===== config.mk =====
export PLATFORM = sky130hd
export DESIGN_NAME = mgc_shift_pipe_flat
export DESIGN_NICKNAME = d
export VERILOG_FILES = /design/src/rtl/mgc_shift_pipe_if.sv /design/src/rtl/mgc_shift_pipe.sv /design/src/flat_wrapper.sv
export SDC_FILE = /design/constraint.sdc
export NUM_CORES = 1
export LEC_CHECK = 0
export ABC_CLOCK_PERIOD_IN_PS = 2900
export CAP_MARGIN = 10
export CORE_MARGIN = 10
export CORE_UTILIZATION = 53
export CTS_CLUSTER_SIZE = 12
export DETAILED_ROUTE_END_ITERATION = 8
export GPL_TIMING_DRIVEN = 1
export PLACE_DENSITY = 0.88
export RECOVER_POWER = 100
export SLEW_MARGIN = 20
export SYNTH_ARGS = -nofsm -noshare
export SYNTH_HDL_FRONTEND = slang
export SYNTH_SLANG_ARGS = --single-unit

===== constraint.sdc =====
create_clock -name clk -period 2.9 [get_ports clk]
set_clock_uncertainty 0.05 [all_clocks]
set_input_delay 0.87 -clock clk [delete_from_list [all_inputs] [get_ports clk]]
set_output_delay 0.87 -clock clk [all_outputs]
set_load 0.02 [all_outputs]

===== src/rtl/mgc_shift_pipe_if.sv =====
// Valid/ready bus for the pipelined barrel shifter: operand, shift control
// on the input side and the shifted result on the output side.
interface mgc_shift_pipe_if #(
  parameter int width_a = 8,
  parameter int width_s = 4,
  parameter int width_z = 12
);
  logic               in_vld;
  logic               in_rdy;
  logic [width_a-1:0] a;
  logic [width_s-1:0] s;
  logic               dir;
  logic               s_signed;
  logic               out_vld;
  logic               out_rdy;
  logic [width_z-1:0] z;

  modport master (
    output in_vld, a, s, dir, s_signed, out_rdy,
    input  in_rdy, out_vld, z
  );

  modport slave (
    input  in_vld, a, s, dir, s_signed, out_rdy,
    output in_rdy, out_vld, z
  );
endinterface


===== src/rtl/mgc_shift_pipe.sv =====
// Pipelined barrel shifter with elastic valid/ready stages. The log2 mux
// levels of the shift amount are distributed over `stages` register stages.
module mgc_shift_pipe #(
  parameter int width_a = 8,
  parameter bit signd_a = 1'b1,
  parameter int width_s = 4,
  parameter int width_z = 12,
  parameter int stages  = 2
) (
  input  logic            clk,
  input  logic            rst,
  mgc_shift_pipe_if.slave bus
);
  // Wide enough that neither direction ever pulls unwanted bits into the
  // result window, so a plain logical shift of the pre-filled value suffices.
  localparam int ext_w         = ((width_a + 1 > width_z) ? width_a + 1 : width_z) + (1 << width_s);
  localparam int lvl_per_stage = (width_s + stages - 1) / stages;

  typedef logic [ext_w-1:0]   ext_t;
  typedef logic [width_s-1:0] amt_t;

  function automatic ext_t shift_levels(ext_t din, amt_t k, logic right, int lo, int hi);
    ext_t v;
    v = din;
    for (int b = 0; b < width_s; b++) begin
      if (b >= lo && b < hi && k[b]) begin
        v = right ? (v >> (1 << b)) : (v << (1 << b));
      end
    end
    return v;
  endfunction

  logic            neg_s;
  logic            fill_in;
  logic            right_in;
  amt_t            k_in;
  ext_t            ext_in;

  logic [stages-1:0] v_q;
  logic [stages-1:0] v_d;
  logic [stages:0]   load;
  logic [stages:0]   feed_v;

  always_comb begin
    neg_s    = bus.s_signed & bus.s[width_s-1];
    k_in     = neg_s ? (~bus.s + amt_t'(1)) : bus.s;
    right_in = bus.dir ^ neg_s;
    fill_in  = signd_a ? bus.a[width_a-1] : 1'b0;
    ext_in   = {{(ext_w - width_a){fill_in}}, bus.a};
  end

  // load[j]: stage j can take new content (empty, or emptying this cycle).
  always_comb begin
    load         = '0;
    v_d          = v_q;
    feed_v       = {v_q, bus.in_vld};
    load[stages] = bus.out_rdy;
    for (int j = stages - 1; j >= 0; j--) begin
      load[j] = ~v_q[j] | load[j+1];
      v_d[j]  = load[j] ? feed_v[j] : v_q[j];
    end
  end

  always_ff @(posedge clk) begin
    if (rst) begin
      v_q <= '0;
    end else begin
      v_q <= v_d;
    end
  end

  for (genvar g = 0; g < stages; g++) begin : g_stage
    localparam int lo = g * lvl_per_stage;
    localparam int hi = (g + 1) * lvl_per_stage;

    ext_t data_q;
    ext_t data_d;
    amt_t k_q;
    logic right_q;
    ext_t src_data;
    amt_t src_k;
    logic src_right;

    if (g == 0) begin : g_head
      assign src_data  = ext_in;
      assign src_k     = k_in;
      assign src_right = right_in;
    end else begin : g_body
      assign src_data  = g_stage[g-1].data_q;
      assign src_k     = g_stage[g-1].k_q;
      assign src_right = g_stage[g-1].right_q;
    end

    always_comb begin
      data_d = shift_levels(src_data, src_k, src_right, lo, hi);
    end

    // Data only moves with a valid item so z holds its last value on bubbles.
    always_ff @(posedge clk) begin
      if (rst) begin
        data_q  <= '0;
        k_q     <= '0;
        right_q <= 1'b0;
      end else if (load[g] & feed_v[g]) begin
        data_q  <= data_d;
        k_q     <= src_k;
        right_q <= src_right;
      end
    end
  end

  logic unused_tail;
  assign unused_tail = ^{g_stage[stages-1].k_q, g_stage[stages-1].right_q,
                         g_stage[stages-1].data_q[ext_w-1:width_z]};

  assign bus.in_rdy  = ~rst & load[0];
  assign bus.out_vld = ~rst & v_q[stages-1];
  assign bus.z       = rst ? '0 : g_stage[stages-1].data_q[width_z-1:0];
endmodule

===== src/flat_wrapper.sv =====
// flat-port wrapper written by rule: the top's interface ports become plain ports
module mgc_shift_pipe_flat 
#(
  parameter int width_a = 8,
  parameter bit signd_a = 1'b1,
  parameter int width_s = 4,
  parameter int width_z = 12,
  parameter int stages  = 2
)
  (clk, rst, bus_in_vld, bus_a, bus_s, bus_dir, bus_s_signed, bus_out_rdy, bus_in_rdy, bus_out_vld, bus_z);
  mgc_shift_pipe_if #(.width_a(width_a), .width_s(width_s), .width_z(width_z)) bus_i ();
  input  logic clk;
  input  logic rst;
  input wire logic [$bits(bus_i.in_vld)-1:0] bus_in_vld;
  input wire logic [$bits(bus_i.a)-1:0] bus_a;
  input wire logic [$bits(bus_i.s)-1:0] bus_s;
  input wire logic [$bits(bus_i.dir)-1:0] bus_dir;
  input wire logic [$bits(bus_i.s_signed)-1:0] bus_s_signed;
  input wire logic [$bits(bus_i.out_rdy)-1:0] bus_out_rdy;
  output wire logic [$bits(bus_i.in_rdy)-1:0] bus_in_rdy;
  output wire logic [$bits(bus_i.out_vld)-1:0] bus_out_vld;
  output wire logic [$bits(bus_i.z)-1:0] bus_z;
  assign bus_i.in_vld = bus_in_vld;
  assign bus_i.a = bus_a;
  assign bus_i.s = bus_s;
  assign bus_i.dir = bus_dir;
  assign bus_i.s_signed = bus_s_signed;
  assign bus_i.out_rdy = bus_out_rdy;
  assign bus_in_rdy = bus_i.in_rdy;
  assign bus_out_vld = bus_i.out_vld;
  assign bus_z = bus_i.z;
  mgc_shift_pipe #(.width_a(width_a), .signd_a(signd_a), .width_s(width_s), .width_z(width_z), .stages(stages)) u_core (.clk(clk), .rst(rst), .bus(bus_i));
endmodule

# Word-level counts from Yosys, hierarchy flattened
# Cells that the tools add are included.
# word_totals
ff_bits	30
output_inout_bits	14
# op_classes
n_bitwise	12
n_mux	10
n_addsub	1
# op_table
operator	n
two-way mux 12 bit	3
two-way mux 14 bit	2
two-way mux 10 bit	2
two-way mux 8 bit	2
AND 1 bit	5
adder 4 x 1 -> 4 bit, second input constant	1
two-way mux 4 bit	1
inverter 4 bit	1
inverter 1 bit	3
bitwise OR 1 bit	2
bitwise XOR 1 bit	1

# Logic depth before layout (Yosys ltp)
# depth
word_depth	6
ltp_mapped	8
ltp_nobuf	7

# Worst setup path before layout
# Ideal clock, no wire load.
# synth_path
path_kind	input port to output port
from	input port rst
to	output port bus_in_rdy
cell_stages	3
required_time_ns	1.980
slack_ns	0.475
n_path_buf	2
arrival_ns	1.505
path_cell_list	buf_6 -> clkbuf_1 -> nor2b_1
# synth_between
elab_chain_cells	2
# synth_rtl
item	line	rtl
from (decl)	flat_wrapper.sv:13	input logic rst;
inverter 1 bit	mgc_shift_pipe.sv:116	assign bus.in_rdy = ~rst & load[0];
AND 1 bit	mgc_shift_pipe.sv:116	
to (decl)	flat_wrapper.sv:20	output wire logic [$bits(bus_i.in_rdy)-1:0] bus_in_rdy;
# Every way passes these cells.

# Worst setup path in the final report
# layout_path
from	input port rst
to	output port bus_z[6]
# layout_between
elab_chain_cells	1
# layout_rtl
item	line	rtl
two-way mux 12 bit	mgc_shift_pipe.sv:118	assign bus.z = rst ? '0 : g_stage[stages-1].data_q[width_z-1:0];
to (decl)	flat_wrapper.sv:22	output wire logic [$bits(bus_i.z)-1:0] bus_z;
# Every way passes these cells.

==> impl_metrics.yaml <==
sta:
  hold_viol: 0
  rsz0062_at_grt: "no"
  min_period_ns: 2.827
  slew_viol_final: 0
  period_share: 0.9747
  setup_viol: 0
  max_freq_mhz: 353.8
  tns_ns: 0
  slew_headroom: 0.5789
  worst_pin_slew_ns: 0.6308
  setup_ws_ns: 0.07332
place:
  place_hpwl_mm: 3.385
  dp_slack_ns: -0.2923
  place.gp.congestion: 0.8973
  portBuffers: 31
yosys:
  synth_ff_type: "dfxtp_1"
  syn_area_um2: 1883
  ys_seq_area_frac: 0.2977
  yosys.area_share.simple: 0.2492
  ys_ff_latch: 28
  syn_avg_cell_area_um2: 8.117
  synth_compound_area_frac: 0.2944
  synth-edff-count: 0
  synth.distinct_cells: 52
  netlist.area_leader.share: 0.2977
  synth_fa_ha_area_frac: 0.006645
  synth_xor_area_frac: 0.004651
  synthTopCellsByArea: "dfxtp_1 30%, a21oi_1 5.8%, nor2_1 5.4%"
  syn_inst: 232
  synthMuxAreaShare: 0.07575
  synthesis.nets: 251
  synth_top_family_by_area: "compound AO/OA/AOI/OAI gates"
  yosysTopAreaCell: "dfxtp_1"
  yosysWarnings: 0
  async_reset_ff_frac: 0
worst_setup_path:
  r2r-end: "u_core.g_stage[0].data_q[2]"
  critPathRequiredTime_ns: 1.98
  arrival_ns: 1.91
  start_kind: "input port"
  reg2reg_depth: 7
  startpoint: "rst"
  critical_path_class: "in2out"
  rrSetupSlack_ns: 1.06
  worstSetupEndpoint: "bus_z[6]"
  critPathMaxFanout: 7
  cp-end-kind: "primary output"
  r2r_start: "u_core.v_q[0]"
drt:
  drc_errors: 0
  dr_total_vias: 1824
  postRouteAntennaNets: 0
  avgViaCountPerCell: 5.682
  dr.pass1.iters: 4
  drt-initial-drc-count: 243
  finalWirelength_mm: 4.433
  wl_per_cell_um: 13.81
clocking:
  clk_pin_slew_ns: 0.14
  clock-root-buffer: "clkbuf_4"
  htreeDepth: 1
  post-cts-setup-buffers: 0
  cts_tree: "built"
  cts_hold_buf: 0
  numCtsBuffers: 3
  cts_resized: 16
  clkLatencyLatePin_ns: 0.32
  clockBufferDepth: 2
  clkSinkCount: 28
layout:
  diodes: 0
  drive_above_1_share: 0.1382
  area_growth_pct: 20.66
  fillCellCount: 288
  final_net_count: 296
power_and_ir_drop:
  p_leak_nw: 0.9031
  clock_power_share: 0.179
  irDropWorstVdd_mv: 0.1501
  p_seq_frac: 0.523
  p_switching_mw: 0.2660
  swShare: 0.3117
  powerDensity_nw_per_um2: 375.6
  p_comb_frac: 0.298
  intPower_mw: 0.5874
floorplan:
  start_util: 0.5556
  die_y_um: 79.61
  io-pin-count: 32
  die-area_um2: 6337
  die_width_um: 79.61
  rows: 21
  core-area_um2: 3390
job:
  cap_violations: 0
hold_path:
  min_path_type: "reg2reg"
  min_path_cells: 2
  min_from: "u_core.v_q[0]"
status:
  status: "complete, no violations"
global_routing:
  grt_pass1_vias: 1725
  grt_pass1_wl_mm: 7.514
  track_usage: 0.1379
  grt.overflow.total: 0
  antenna_found_initial: 0
  grt_max_degree: 25
layout make-up:
class | instances | area (um2) | area share
multi-input combinational | 181 | 1184 | 0.5209
sequential | 28 | 560.5 | 0.2467
timing repair buffer | 56 | 419.2 | 0.1845
tap | 46 | 57.56 | 0.02533
inverter | 7 | 28.78 | 0.01267
clock buffer | 3 | 22.52 | 0.009912
sequential cells by signal, summed over array words and instances (netlist names):
signal	flops
u_core.g_stage.data_q	23
u_core.g_stage.right_q	1
u_core.g_stage.k_q	2
u_core.v_q	2
how the worst min path moves through the flow:
stage / end / slack [ns]
floorplan: u_core.v_q[1] / 0.38
global placement: u_core.v_q[1] / 0.39
detailed placement: u_core.v_q[1] / 0.40
CTS: u_core.v_q[1] / 0.42
global route: u_core.v_q[1] / 0.45
finish: u_core.v_q[1] / 0.42
synth_stat cells, types with 2 or more instances:
| cell | n |
|---|---|
| dfxtp_1 | 28 |
| nor2_1 | 27 |
| a21oi_1 | 22 |
| nand2_1 | 17 |
| nor2b_1 | 16 |
| a211oi_1 | 10 |
| clkbuf_1 | 9 |
| mux2i_1 | 9 |
| nand3_1 | 8 |
| o21ai_0 | 7 |
| buf_6 | 6 |
| o22a_1 | 6 |
| inv_1 | 5 |
| and2_1 | 4 |
| o21ai_1 | 4 |
| a311o_1 | 3 |
| and3_1 | 3 |
| nand2b_1 | 3 |
| nand3b_1 | 3 |
| a21o_1 | 2 |
| a311oi_1 | 2 |
| a31oi_1 | 2 |
| mux4_1 | 2 |
| nor3_1 | 2 |
| o21bai_1 | 2 |
| o221a_1 | 2 |
| o32a_1 | 2 |
| or2_0 | 2 |
cells by family after synthesis:
group | after synthesis
AND/OR/NAND/NOR | 91
AO/OA/AOI/OAI | 77
flip-flops | 28
buffers and inverters | 23
multiplexers | 11
XOR/XNOR | 1
adder cells (fa/ha/maj) | 1
metal layers:
layer  global-route usage  up-vias  part of all wire
li1                     -      941                 -
met4              0.05018        0            0.0077
met1               0.1662      810              0.45
met5                    0        -                 0
met3              0.02252        2             0.062
met2               0.2387       71              0.48
layout by cell type (no fill, tap or decap), drive strengths merged, types with 3 or more instances in the layout:
cell and n:
dfxtp 28, nor2 28, a21oi 22, buf 21
clkbuf 18, nand2 17, nor2b 16, clkdlybuf4s50 15
o21ai 12, a211oi 11, mux2i 9, nand3 8
inv 7, o22a 6, and2 5, nand3b 3
nand2b 3, and3 3, a311o 3
per-stage QoR:
| stage | cells | hold slack [ns] | instance area [um2] | total power [mW] | utilization |
|---|---|---|---|---|---|
| floorplan | 232 | 0.3820 | 1883 | 0.6199 | - |
| global placement | 318 | 0.3903 | 2332 | 0.7120 | 0.6881 |
| detailed placement | 318 | 0.3986 | 2332 | 0.7188 | 0.6881 |
| CTS | 321 | 0.4180 | 2340 | 0.8604 | 0.6903 |
| global route | 321 | 0.4549 | 2272 | 0.9011 | 0.6704 |
| finish | 321 | 0.4212 | 2272 | 0.8534 | 0.6704 |
worst max-delay path, stage by stage:
cell,delay [ns]
clkdlybuf4s50_1,0.42
clkbuf_2,0.18
nor2b_1,0.18
clkbuf_1,0.26
power by group through the flow:
stage | clock network, mW | registers, mW | logic [mW]
finish | 0.153 | 0.446 | 0.254
global placement | 0 | 0.451 | 0.261
floorplan | 0 | 0.436 | 0.184
global route | 0.168 | 0.450 | 0.283
CTS | 0.155 | 0.445 | 0.261
detailed placement | 0 | 0.453 | 0.266
Power figures use the tool's default switching activity.
